$ cat config.mk
export PLATFORM = sky130hd
export DESIGN_NAME = nec_ir_tx
export DESIGN_NICKNAME = d
export VERILOG_FILES = /design/src/rtl/nec_ir_tx.sv
export SDC_FILE = /design/constraint.sdc
export NUM_CORES = 1
export LEC_CHECK = 0
export CAP_MARGIN = 20
export CORE_MARGIN = 2
export CORE_UTILIZATION = 65
export CTS_BUF_LIST = sky130_fd_sc_hd__clkbuf_4
export CTS_CLUSTER_DIAMETER = 50
export DETAILED_ROUTE_END_ITERATION = 7
export DONT_BUFFER_PORTS = 1
export PLACE_DENSITY = 0.84
export REMOVE_ABC_BUFFERS = 1
export SYNTH_ARGS = -nofsm -noshare
export SYNTH_HDL_FRONTEND = slang
export SYNTH_SLANG_ARGS = --single-unit
$ cat constraint.sdc
create_clock -name clk -period 3.2 [get_ports clk]
set_input_delay 0.32 -clock clk [delete_from_list [all_inputs] [get_ports clk]]
set_output_delay 0.32 -clock clk [all_outputs]
set_load 0.02 [all_outputs]
$ cat src/rtl/nec_ir_tx.sv
// -----------------------------------------------------------------------------
// nec_ir_tx
//   NEC-protocol infrared transmitter. Takes an 8-bit address and command,
//   sends the 32-bit NEC frame {~cmd, cmd, ~addr, addr} LSB first as a
//   carrier-modulated mark/space pattern. Every frame and every repeat code
//   fills a fixed 192-unit slot. While `hold` is high on the last cycle of a
//   slot, a repeat code follows in the next slot.
//
// Parameters
//   UNIT_CYCLES  : clocks per NEC unit (562.5 us)
//   CARRIER_DIV  : clocks per carrier period
//   CARRIER_HIGH : carrier high clocks per period
//                  (0 < CARRIER_HIGH < CARRIER_DIV <= UNIT_CYCLES)
//
// Ports
//   clk        in   system clock, rising edge
//   reset      in   synchronous active-high reset
//   tx_addr    in   NEC address, sampled on accept
//   tx_cmd     in   NEC command, sampled on accept
//   tx_valid   in   request to send a frame
//   tx_ready   out  high only while idle
//   hold       in   key held; sampled on the last cycle of each slot
//   busy       out  high whenever not idle
//   ir_env     out  mark envelope (1 = mark)
//   ir_tx      out  envelope AND carrier
//   state_dbg  out  current FSM state encoding
//
// Handshake: a transfer happens on any rising edge where tx_valid and
// tx_ready are both high. tx_ready is high only in IDLE, so tx_valid is
// ignored for the whole of a frame and any repeats that follow it.
// -----------------------------------------------------------------------------
module nec_ir_tx #(
  parameter int UNIT_CYCLES  = 28125,
  parameter int CARRIER_DIV  = 1316,
  parameter int CARRIER_HIGH = 439
) (
  input  logic       clk,
  input  logic       reset,
  input  logic [7:0] tx_addr,
  input  logic [7:0] tx_cmd,
  input  logic       tx_valid,
  output logic       tx_ready,
  input  logic       hold,
  output logic       busy,
  output logic       ir_env,
  output logic       ir_tx,
  output logic [3:0] state_dbg
);

  localparam int CYC_W = (UNIT_CYCLES > 1) ? $clog2(UNIT_CYCLES) : 1;
  localparam int CAR_W = (CARRIER_DIV > 1) ? $clog2(CARRIER_DIV) : 1;

  localparam logic [CYC_W-1:0] CYC_LAST = CYC_W'(UNIT_CYCLES - 1);
  localparam logic [CAR_W-1:0] CAR_LAST = CAR_W'(CARRIER_DIV - 1);
  localparam logic [CAR_W-1:0] CAR_HIGH = CAR_W'(CARRIER_HIGH);
  localparam logic [7:0]       SLOT_LAST = 8'd191;

  typedef enum logic [3:0] {
    S_IDLE       = 4'd0,
    S_LEAD_MARK  = 4'd1,
    S_LEAD_SPACE = 4'd2,
    S_BIT_MARK   = 4'd3,
    S_BIT_SPACE  = 4'd4,
    S_STOP_MARK  = 4'd5,
    S_GAP        = 4'd6,
    S_REP_MARK   = 4'd7,
    S_REP_SPACE  = 4'd8,
    S_REP_STOP   = 4'd9
  } state_t;

  state_t           state, state_next;
  logic [CYC_W-1:0] cyc_cnt, cyc_next;
  logic [3:0]       unit_cnt, unit_next;
  logic [7:0]       slot_cnt, slot_next;
  logic [4:0]       bit_idx, bit_next;
  logic [CAR_W-1:0] car_cnt, car_next;
  logic [31:0]      frame_q;
  logic             accept;
  logic             unit_end;
  logic             cur_bit;

  function automatic logic is_mark(input state_t s);
    return (s == S_LEAD_MARK) || (s == S_BIT_MARK) || (s == S_STOP_MARK) ||
           (s == S_REP_MARK)  || (s == S_REP_STOP);
  endfunction

  assign accept    = tx_valid & tx_ready;
  assign unit_end  = (cyc_cnt == CYC_LAST);
  assign cur_bit   = frame_q[bit_idx];
  assign state_dbg = state;

  // Next-state and counter logic. Every state change happens on a unit
  // boundary; GAP ends on slot position rather than on its own unit count,
  // so frames and repeats share one exit path.
  always_comb begin
    state_next = state;
    cyc_next   = cyc_cnt;
    unit_next  = unit_cnt;
    slot_next  = slot_cnt;
    bit_next   = bit_idx;
    car_next   = '0;

    if (state == S_IDLE) begin
      cyc_next  = '0;
      unit_next = '0;
      slot_next = '0;
      bit_next  = '0;
      if (accept) begin
        state_next = S_LEAD_MARK;
      end
    end else begin
      cyc_next = unit_end ? '0 : cyc_cnt + 1'b1;
      if (unit_end) begin
        slot_next = slot_cnt + 1'b1;
        unit_next = unit_cnt + 1'b1;
        case (state)
          S_LEAD_MARK: begin
            if (unit_cnt == 4'd15) begin
              state_next = S_LEAD_SPACE;
              unit_next  = '0;
            end
          end
          S_LEAD_SPACE: begin
            if (unit_cnt == 4'd7) begin
              state_next = S_BIT_MARK;
              unit_next  = '0;
            end
          end
          S_BIT_MARK: begin
            state_next = S_BIT_SPACE;
            unit_next  = '0;
          end
          S_BIT_SPACE: begin
            // A one has a three-unit space, a zero a single unit.
            if (unit_cnt == (cur_bit ? 4'd2 : 4'd0)) begin
              unit_next  = '0;
              bit_next   = bit_idx + 1'b1;
              state_next = (bit_idx == 5'd31) ? S_STOP_MARK : S_BIT_MARK;
            end
          end
          S_STOP_MARK: begin
            state_next = S_GAP;
            unit_next  = '0;
          end
          S_GAP: begin
            if (slot_cnt == SLOT_LAST) begin
              slot_next  = '0;
              unit_next  = '0;
              state_next = hold ? S_REP_MARK : S_IDLE;
            end
          end
          S_REP_MARK: begin
            if (unit_cnt == 4'd15) begin
              state_next = S_REP_SPACE;
              unit_next  = '0;
            end
          end
          S_REP_SPACE: begin
            if (unit_cnt == 4'd3) begin
              state_next = S_REP_STOP;
              unit_next  = '0;
            end
          end
          S_REP_STOP: begin
            state_next = S_GAP;
            unit_next  = '0;
          end
          default: begin
            state_next = S_IDLE;
            unit_next  = '0;
          end
        endcase
      end
    end

    // Carrier phase restarts on the first cycle of every mark so each mark
    // begins with a full high phase; it is held at zero outside marks.
    if (is_mark(state_next) && (state_next == state)) begin
      car_next = (car_cnt == CAR_LAST) ? '0 : car_cnt + 1'b1;
    end
  end

  // Outputs are registered from next-state values so they line up with the
  // state they describe, with no extra cycle of latency.
  always_ff @(posedge clk) begin
    if (reset) begin
      state    <= S_IDLE;
      cyc_cnt  <= '0;
      unit_cnt <= '0;
      slot_cnt <= '0;
      bit_idx  <= '0;
      car_cnt  <= '0;
      frame_q  <= '0;
      tx_ready <= 1'b1;
      busy     <= 1'b0;
      ir_env   <= 1'b0;
      ir_tx    <= 1'b0;
    end else begin
      state    <= state_next;
      cyc_cnt  <= cyc_next;
      unit_cnt <= unit_next;
      slot_cnt <= slot_next;
      bit_idx  <= bit_next;
      car_cnt  <= car_next;
      if (accept) begin
        frame_q <= {~tx_cmd, tx_cmd, ~tx_addr, tx_addr};
      end
      tx_ready <= (state_next == S_IDLE);
      busy     <= (state_next != S_IDLE);
      ir_env   <= is_mark(state_next);
      ir_tx    <= is_mark(state_next) && (car_next < CAR_HIGH);
    end
  end

endmodule
* Word level (Yosys, flattened, before mapping)
Cells that the tools add are included.
** Word-level totals
- Bits in registers :: 83
- Input bits :: 20
- Word-level logic and storage cells :: 83
** Cells by class
- Add/subtract/negate cells :: 5
- Order comparisons :: 2
- Equal/unequal tests :: 23
- Multiplexer cells :: 25
- Bitwise logic cells :: 3
- Reduce and logical (&&, ||, !) cells :: 14
** Operators with widths (number)
- 4-bit two-way mux :: 14
- 4-bit case mux with 8 select lines :: 1
- 4-bit by 3-bit equality test with 1-bit output, second input constant :: 7
- 11-bit two-way mux :: 2
- 4-bit case mux with 5 select lines :: 1
- 4-bit by 2-bit equality test with 1-bit output, second input constant :: 4
- 4-bit equality test, second input constant :: 4
- 8-bit two-way mux :: 2
- 8-bit NOT :: 2
- 15-bit by 1-bit adder with 15-bit output, second input constant :: 1
- 15-bit equality test, second input constant :: 1
- 11-bit by 1-bit adder with 11-bit output, second input constant :: 1
- 11-bit equality test, second input constant :: 1
- 11-bit by 9-bit < comparator with 1-bit output, second input constant :: 1
- 8-bit by 1-bit adder with 8-bit output, second input constant :: 1
- 4-bit by 1-bit equality test with 1-bit output, second input constant :: 2
- 8-bit equality test, second input constant :: 1
- 4-bit zero test :: 2
- 5-bit by 6-bit < comparator with 1-bit output, second input constant :: 1
- 3-bit two-way mux :: 2
- 2-bit OR reduction :: 3
- 5-bit by 1-bit adder with 5-bit output, second input constant :: 1
- 1-bit binary-select mux with 5-bit select :: 1
- 5-bit equality test, second input constant :: 1
- other kinds (11) :: 15

* Depth between registers and ports, before layout
Gate-level depths: netlist of run 1.
- Depth after elaboration :: 17
- Gate-level depth with buffers :: 10
- Gate-level depth less buffers :: 9

* Worst setup path before layout of run 1
No wires, ideal clock.
- Path type :: register to register
- Start point :: register state[2] (netlist: state_dbg[2])
- End point :: register car_cnt[1]
- Library setup time :: 0.116 ns
- Data arrival time :: 2.081 ns
- Setup slack :: 1.003 ns
- Stages on the path, launching flop included :: 8
- Clock period less this slack :: 2.197 ns
- Path through :: dfxtp_1 -> buf_2 -> clkbuf_1 -> or4b_2 -> a21oi_1 -> o21ai_0 -> and2_1 -> and3_1
** On the way
- Cells in the longest elaborated chain, start to end :: 12
** RTL lines
- start: declaration :: RTL line 71 : state_t state, state_next;
- start signal: assignment :: RTL line 199 : state <= state_next;
- 4-bit equality test or 4-bit by 3-bit equality test with 1-bit output (tied branches) :: RTL line 116 : case (state)
- 2-bit OR reduction (no line)
- 4-bit case mux with 8 select lines :: RTL line 116
- 4-bit two-way mux :: RTL line 113 : if (unit_end) begin
- 4-bit two-way mux :: RTL line 103 : if (state == S_IDLE) begin
- 4-bit by 1-bit equality test with 1-bit output or 4-bit by 2-bit equality test with 1-bit output (tied branches) :: RTL line 83 : return (s == S_LEAD_MARK) || (s == S_BIT_MARK) || (s == S_STOP_MARK) ||
- 1-bit logical OR (3 in a row) :: RTL line 83
- 1-bit logical OR :: RTL line 84 : (s == S_REP_MARK) || (s == S_REP_STOP);
- 1-bit logical AND (*) :: RTL line 178 : if (is_mark(state_next) && (state_next == state)) begin
- 11-bit two-way mux (*) :: RTL line 178
- end signal: assignment :: RTL line 204 : car_cnt <= car_next;
- end: declaration :: RTL line 76 : logic [CAR_W-1:0] car_cnt, car_next;
Every way passes the cells marked *; elsewhere a longest branch is shown, timed or not.
A chain may end at the register's enable or synchronous reset.

* Worst setup path after layout of run 1
- Start point :: register cyc_cnt[0]
- End point :: register car_cnt[1]
** On the way
- Cells in the longest elaborated chain, start to end :: 10
** RTL lines
- start: declaration :: RTL line 72 : logic [CYC_W-1:0] cyc_cnt, cyc_next;
- start signal: assignment :: RTL line 200 : cyc_cnt <= cyc_next;
- 15-bit equality test (*) :: RTL line 88 : assign unit_end = (cyc_cnt == CYC_LAST);
- 4-bit two-way mux (*) :: RTL line 113
- 4-bit two-way mux (*) :: RTL line 103
- 4-bit by 1-bit equality test with 1-bit output or 4-bit by 2-bit equality test with 1-bit output (tied branches) :: RTL line 83
- 1-bit logical OR (3 in a row) :: RTL line 83
- 1-bit logical OR :: RTL line 84
- 1-bit logical AND (*) :: RTL line 178
- 11-bit two-way mux (*) :: RTL line 178
Marks and branches as above.

==> results.txt, run 1 <==
The flow ran to the end, but the final reports show violations. The final reports fail on hold timing. The initial antenna violation count came out at 0. Entering global routing, the biggest net connects 47 pins. The number of flops mapped to enable cells by yosys came out at 0. The area overhead of the layout relative to synthesis is 7.422%. The worst vdd rail ir drop is 0.0003178 V. In the final design database the tool counted 548 nets. The clock latency on the worst-skew pair is 450 ps. The number of pins with negative max-slew slack in the final report is 0. The total number of vias came out at 3562. The total placed cells including tap cells is 573.

The share of synthesized area in the top cell type comes to 0.4023. The post-synthesis area per instance came out at 7.912 µm². Fill cells in the final layout number 490. Clock-pin slew was measured on the worst setup and hold paths at 130 ps. The final setup slack of the worst path is 633.5 ps.

Yosys printed 0 warnings. Ranked by instance count, the synthesized netlist is headed by nor2_1, dfxtp_1, nand2_1, a21oi_1, nand3_1. The endpoint required time on the critical path is 3550 ps.

The number of H-tree levels is 3. The routed wire length came out at 8766 µm. Summing every instance area after synthesis gives 4130 µm².

The number of max-capacitance violations reported came out at 0. The sink count of the clock tree came out at 83. The number of I/O port buffers is 0. STA classifies the critical path endpoint as a register.

The number of cells in the finished layout apart from fillers came out at 603. In this run, synthesis produced a sequential element count of 83. The peak clock frequency supported by timing came out at 389.6 MHz. Buffers inserted during clock tree synthesis total 9.

The arrival time at the worst endpoint is 2920 ps. The count of routing violations after the opening detailed-route iteration is 174. The final worst hold slack is -4.186 ps. Yosys attributes the largest share of cell area to dfxtp_1, nor2_1, nand2_1. The largest clock skew in the final design is 11.76 ps. The final critical path time including I/O delays and setup is 2567 ps. The worst setup path is of the reg -> reg kind. Summed over all failing endpoints, the final setup total negative slack is 0 ps. The post-place setup slack is 672.2 ps. The slack of the worst reg-to-reg path came out at 630 ps.

The area used by sequential logic in the layout is 1662 µm². The first global-routing pass estimated 14770 µm of wire. The startpoint identified for the worst register-to-register timing path is cyc_cnt[0]. The number of DRC violations after detailed routing is 0. The leftover overflow at the end of global routing is 0. The sort of element at the start of the critical path is a register. The number of different library cells used by synthesis comes to 53. The initial utilization of the core area, before any placement, comes to 0.6618. The number of global-route vias before repair came to 3263.

The die is 83.72 µm tall. The busiest metal layer after global routing is met2. TritonCTS built the clock tree. The maximum root-to-sink buffer count is 2. In this run the most critical hold path is launched from tx_addr[5]. The headroom to the max-slew limit came out at 0.4299.

The clock tree root buffer cell is clkbuf_4. By instance count, the leading cell after synthesis is nor2_1. The post-DP HPWL came out at 5656 µm. The number of antenna-violating nets in the routed design came out at 0.

Along the worst path, the maximum fanout reaches 16. Of the cells placed in the final design, the portion with a size suffix greater than 1 is 0.05894. The global placement routability congestion is 0.8704. The floorplan has 29 rows. The average wire per standard cell came out at 14.54 µm. In the global route stage, met1 resource usage came out at 0.3294.

After floorplanning, the core was sized to cover 6241 µm². The biggest area contributor in the post-synthesis netlist is dfxtp_1. The global routing met3 resource utilization came out at 0.04550. In the final layout, the multi-input gates occupy 2286 µm².

The period utilization is 0.8020. The post-CTS setup buffer count came out at 0. In the synthesized netlist the dominant register cell turns out to be dfxtp_1. Tracing the worst setup path back leads to its startpoint at cyc_cnt[0]. The area of the die came out at 7008 µm². The total power is 1.955 mW. The die span in x is 83.72 µm. The share of synthesized area occupied by flip-flops and latches came out at 0.4023.

The length of the first detailed-routing pass in iterations came out at 6. The repair_antennas step left the layout with diodes totalling 0. The final hold violation count is 2.

The ratio of total power to cell area came out at 440.7 nW/µm². The cell count after synthesis came out at 522. The met2 global-route usage is 0.4167. The total of endpoints with negative setup slack in the final report came out at 0. Setup repair after global routing left no endpoint under its margin. The I/O pin count came out at 28. For this run, the share of the core covered by cells in the final layout is 0.7109. The ratio of routed vias to standard cells is 5.907. The static power due to leakage came out at 1.590 nW. After synthesis, the share of flip-flops with an asynchronous set or reset is 0. The tightest min-delay check is of the in -> reg type. The transition time at the pin with the least slew margin is 854.0 ps. The global-route usage over all layers came out at 0.2555.
critical path: stages, from the launching register on:
cell,delay [ps]
dfxtp_1,370
inv_1,80
ha_1,140
and4b_1,200
and4_1,570
o21ai_0,210
nor3_1,320
a311oi_2,190
and2_1,220
and3_1,160
flip-flops by register name (all words and copies together), names as in the netlist:
| register | flops |
|---|---|
| unit_cnt | 4 |
| busy | 1 |
| bit_idx | 5 |
| tx_ready | 1 |
| state_dbg | 4 |
| ir_env | 1 |
| slot_cnt | 8 |
| cyc_cnt | 15 |
| ir_tx | 1 |
| frame_q | 32 |
| car_cnt | 11 |
layer usage:
layer | vias to the layer above | part of all wire
met5 | - | 0
met3 | 22 | 0.049
li1 | 1788 | -
met4 | 0 | 0.023
met2 | 97 | 0.48
met1 | 1655 | 0.45
path summary, 6_finish.rpt:
check	endpoint	depth (start not counted)
setup / recovery	car_cnt[1]	9
hold / removal	frame_q[5]	2
setup reg to reg	car_cnt[1]	9
hold reg to reg	frame_q[0]	2
cell usage in the layout, fill, tap and decap left out, drive strengths merged, types with 2 or more instances in the layout:
cell type	synthesis	layout
a21boi	2	2
a21o	3	3
a21oi	45	45
a22oi	5	5
a311oi	5	5
a31o	2	2
a31oi	3	3
and2	7	7
and3	11	11
and4	2	2
buf	6	5
bufinv	0	2
clkbuf	24	10
clkinvlp	0	2
dfxtp	83	83
dlygate4sd3	0	13
ha	7	7
inv	13	14
mux2i	21	21
nand2	62	62
nand2b	4	4
nand3	25	25
nand3b	3	3
nand4	7	7
nand4b	2	2
nor2	88	88
nor2b	2	2
nor3	14	14
nor4	2	2
o211ai	2	2
o21ai	17	17
o31ai	4	4
or2	3	3
xnor2	15	15
xor2	21	21
cell families after synthesis:
kind of cell / Yosys count / share of synthesized area
AO/OA/AOI/OAI: 95 / 0.1400
XOR/XNOR: 36 / 0.07634
adder cells (fa/ha/maj): 7 / 0.02120
buffers and inverters: 43 / 0.04423
flip-flops: 83 / 0.4023
multiplexers: 21 / 0.05089
AND/OR/NAND/NOR: 237 / 0.2651
power breakdown:
part | switching, mW | internal [mW] | leakage [nW]
registers | 0.0374 | 1.07 | 0.675
clock network | 0.375 | 0.327 | 0.0830
logic | 0.0859 | 0.0629 | 0.832
total | 0.498 | 1.46 | 1.59
area by class of cell:
cell class,count,share of cell area
Clock inverter,6,0.02002
Multi-Input combinational cell,396,0.5152
Tap cell,77,0.02171
Inverter,13,0.01100
Clock buffer,10,0.01692
Timing Repair Buffer,18,0.04061
Sequential cell,83,0.3745
timing repair:
action | 4_1_cts | 5_1_grt
endpoints found under the setup margin | 0 | 0
resized for setup | 0 | 0
hold buffers | 14 | 0
endpoints found under the hold margin | 35 | 0
per-stage QoR:
stage               hold slack, ps  instance area (µm²)
global route                 3.653                 4437
detailed placement           393.9                 4123
floorplan                    389.1                 3996
CTS                         0.2708                 4437
global placement             391.9                 4123
finish                      -4.186                 4437
Power figures use the tool's default switching activity.
==> run 2: changes to the inputs <==
- ABC_AREA: default -> 1
- clock period: 3.2 -> 2.51 ns (I/O delays scaled with it)
==> run 2 against run 1 <==
Net effect:
- the flow finishes with violations (setup timing)
- first-iteration DRC count rose by 130%
- register-to-register slack got worse by 790 ps
- utilization is 5.7 points higher
- count of clock-buffer cells in the layout shrank 1
- via count increased by 18%
==> results.txt, run 2 <==
The slack of the worst reg-to-reg path is -160 ps (-790 ps). The endpoint required time on the critical path is 2910 ps (-640 ps). The worst min-delay path endpoint is frame_q[6]. The share of synthesized area occupied by flip-flops and latches came out at 0.3924 (-0.009867). The library cell used most frequently in the layout, excluding fill and tap cells, is nand2_1. Ranked by total cell area, the synthesized netlist is headed by dfxtp_1, nand2_1, nor2_1. Setup repair after global routing could not meet its margin everywhere. The final reports fail on setup timing.

The worst setup path is launched from a register. The I/O pin count is 28 (unchanged). The count of routing violations after the opening detailed-route iteration is 408 (+130%).

Sorting the synthesized cells by how often they occur yields nand2_1, dfxtp_1, nor2_1, inv_1, a21oi_1. The final standard cell area without fillers was 4847 µm² (+9.2%). The fraction of layout instances using a drive strength above 1 came out at 0.1311 (+0.07216). The sink count of the clock tree came to 83 (unchanged). The maximum number of pins on one net before global-route repair is 47 (unchanged). The number of antenna-violating nets in the routed design came out at 0 (unchanged).

The number of I/O port buffers came out at 0 (unchanged). The flip-flop count of the largest register after layout came out at 32 (unchanged). In the synthesized netlist the dominant register cell turns out to be dfxtp_1.

The critical path in this run is classified as reg -> reg. The worst vdd rail ir drop was 0.0003674 V (+16%). The ratio of total power to cell area came out at 505.5 nW/µm² (+15%).

More flip-flops sit in one register than any other, and that register is frame_q. The global-route usage over all layers is 0.2968 (+0.04123). The total number of vias is 4198 (+18%). The number of antenna diodes is 0 (unchanged). Traced cell by cell, the critical path runs through ha_4 -> nand3_2 -> nor2_2 -> nand3_1 -> nor2_1 -> inv_1 -> o21ai_2 -> o211ai_1 -> nor3_1 -> nand2_1 -> a21oi_2 -> nand2_2 -> nand2_4 -> buf_6 -> buf_4 -> nand2_1 -> nor3_1 -> nand2_1 -> nor2_1.

The worst setup path is captured at a register. The number of pins with negative max-slew slack in the final report came to 0 (unchanged). The area overhead of the layout relative to synthesis came out at 14.48%. The final hold violation count came out at 0 (-2).

The post-DP HPWL is 6930 µm (+23%). The global placement routability congestion is 0.9964 (+14%). The transition time at the pin with the least slew margin came out at 640.8 ps (-213.2 ps). TritonCTS built the clock tree. The maximum fanout along the worst path came to 6 (-10). In this run the critical register-to-register path is captured at ir_tx. The initial antenna violation count was 0 (unchanged).

The number of flops mapped to enable cells by yosys is 0 (unchanged). The number of buffers created by CTS was 9 (unchanged). In the final layout, the registers with the most flip-flops are frame_q x32, cyc_cnt x15, car_cnt x11. The vertical die dimension is 84.71 µm (+1.2%).

The critical path buffer and inverter count is 3 (+2). The headroom to the max-slew limit came out at 0.5683 (+0.1384). The number of nets at the end of the flow is 679 (+24%). The global-route wire length before repair came out at 17390 µm (+18%).

The launch instance of the worst register-to-register path is slot_cnt[1]. The placement row count came out at 29 (unchanged). The die span in x came to 84.71 µm (+1.2%).

Clock tree synthesis selected as its root buffer the cell clkbuf_4. The cell area reported after detailed placement is 4375 µm² (+6.1%). The cell area after synthesis came to 4234 µm² (+2.5%).

The clock latency on the worst-skew pair is 460 ps (about the same). In the layout the commonest cells are nand2_1, dfxtp_1, inv_1, nor2_1, a21oi_1. The depth of the most critical reg-to-reg path came out at 19 (+10).

The number of H-tree levels is 3 (unchanged). The number of DRC violations after detailed routing was 0 (unchanged). The post-synthesis area per instance came out at 6.918 µm² (-13%).

The async set or reset register ratio after synthesis came to 0 (unchanged). The peak per-stage delay on the critical path came to 380 ps (-190 ps). The min-delay analysis places its worst path in the category in -> reg.

The final worst hold slack was 51.06 ps (+55.25 ps). The arrival time at the worst endpoint was 3060 ps (+140 ps). The period utilization came to 1.062 (+0.2601). The starting utilization of the core area is 0.6706 (+0.008842). The area of the die came out at 7176 µm² (+2.4%). The ratio of routed vias to standard cells was 5.727 (-3.0%).

The length of the first detailed-routing pass in iterations is 5 (-1). The final setup slack of the worst path came to -155.9 ps (-789.4 ps). The peak clock frequency supported by timing came out at 375.1 MHz (-3.7%). The leftover overflow at the end of global routing is 0 (unchanged).

The synthesized netlist cell count is 612 (+17%). The post-synthesis cell type count is 38 (-28%). Tracing the worst setup path back leads to its startpoint at slot_cnt[1]. The total of endpoints with negative setup slack in the final report is 6 (+6).

The cell taking the most area after synthesis is dfxtp_1. The number of max-capacitance violations reported is 0 (unchanged). In this run the most critical hold path is launched from reset. The critical path depth is 19 (+10). The static power due to leakage came out at 1.966 nW (+24%).

Broken down by cell family, the worst path's largest delay share belongs to simple AND/OR/NAND/NOR gates. The number of global-route vias before repair came out at 3875 (+19%). The number of synthesis warnings is 0 (unchanged).

The routed wire length was 10220 µm (+17%). By instance count, the cell type seen most on the critical path is nand2_1. The clock-pin slew of the registers on the worst-case setup and hold paths is 140 ps (about the same).

The cell depth of the worst hold path is 2 (unchanged). The flip-flop and latch count after synthesis was 83 (unchanged). The largest clock skew in the final design is 18.28 ps (+6.525 ps). The maximum root-to-sink buffer count came out at 2 (unchanged).

The run finished, with violations left. The most common cell in the netlist is nand2_1. The average wire per standard cell came out at 13.94 µm (-4.1%). The slowest stage of the critical path is the dfxtp_2 cell. The area fraction of the dominant cell type after synthesis was 0.3924 (-0.009867). The core outline area came out at 6314 µm² (+1.2%). The final critical path time including I/O delays and setup was 2666 ps (+99.41 ps).
## run 2: kinds of logic (layout without fill, tap and decap cells)
logic type | after synthesis | count (layout) | share of synthesized area
buffers and inverters | 92 | 136 | 0.08983
adders and majority gates | 7 | 7 | 0.02068
DFF | 83 | 83 | 0.3924
xor gates and xnor gates | 15 | 15 | 0.03103
AOI/OAI and AO/OA | 97 | 97 | 0.1241
and+or+nand+nor | 318 | 318 | 0.3419
## run 2: where the power goes
group	internal [mW]	switching [mW]	total, mW
sequential	1.37	0.0411	1.41
combinational	0.0972	0.159	0.256
clock	0.300	0.482	0.782
## run 2: worst max path at each step
stage and to:
2_1_floorplan ir_tx, 3_3_place_gp ir_tx, 3_5_place_dp ir_tx, 4_1_cts ir_tx, 5_1_grt ir_tx, 6_report ir_tx
## run 2: layout make-up
class / instances / area (µm²)
timing repair buffer: 44 / 405.4
multi-input combinational: 437 / 2248
sequential: 83 / 1665
clock buffer: 9 / 67.56
inverter: 77 / 297.8
clock inverter: 6 / 66.31
fill: 446 / 1466
tap: 77 / 96.34
## run 2: metal layers
metal  global-route usage  up-vias  part of all wire
met4               0.1371        0             0.027
met2               0.4782      173              0.47
met3              0.05801       32             0.059
met5                    0        -                 0
li1                     -     2092                 -
met1               0.3844     1901              0.45
## run 2: what timing repair did
item,in CTS,in global routing
resized for setup,2,22
hold endpoints to repair,46,0
setup buffers,2,7
endpoints found under the setup margin,1,15
pin swaps,1,21
hold buffers,18,0
## run 2: stage by stage
step                      TNS, ps  setup WS [ps]  utilization  instances  power (mW)
after floorplan                 0          146.3            -        597       1.586
after global placement          0          149.7       0.6930        691       1.634
after detailed placement   -8.436         -8.436       0.6930        691       1.641
after CTS                       0          11.86       0.7471        726       2.449
after global routing        -3183         -431.5       0.7677        733       2.558
final                      -266.5         -155.9       0.7677        733       2.450
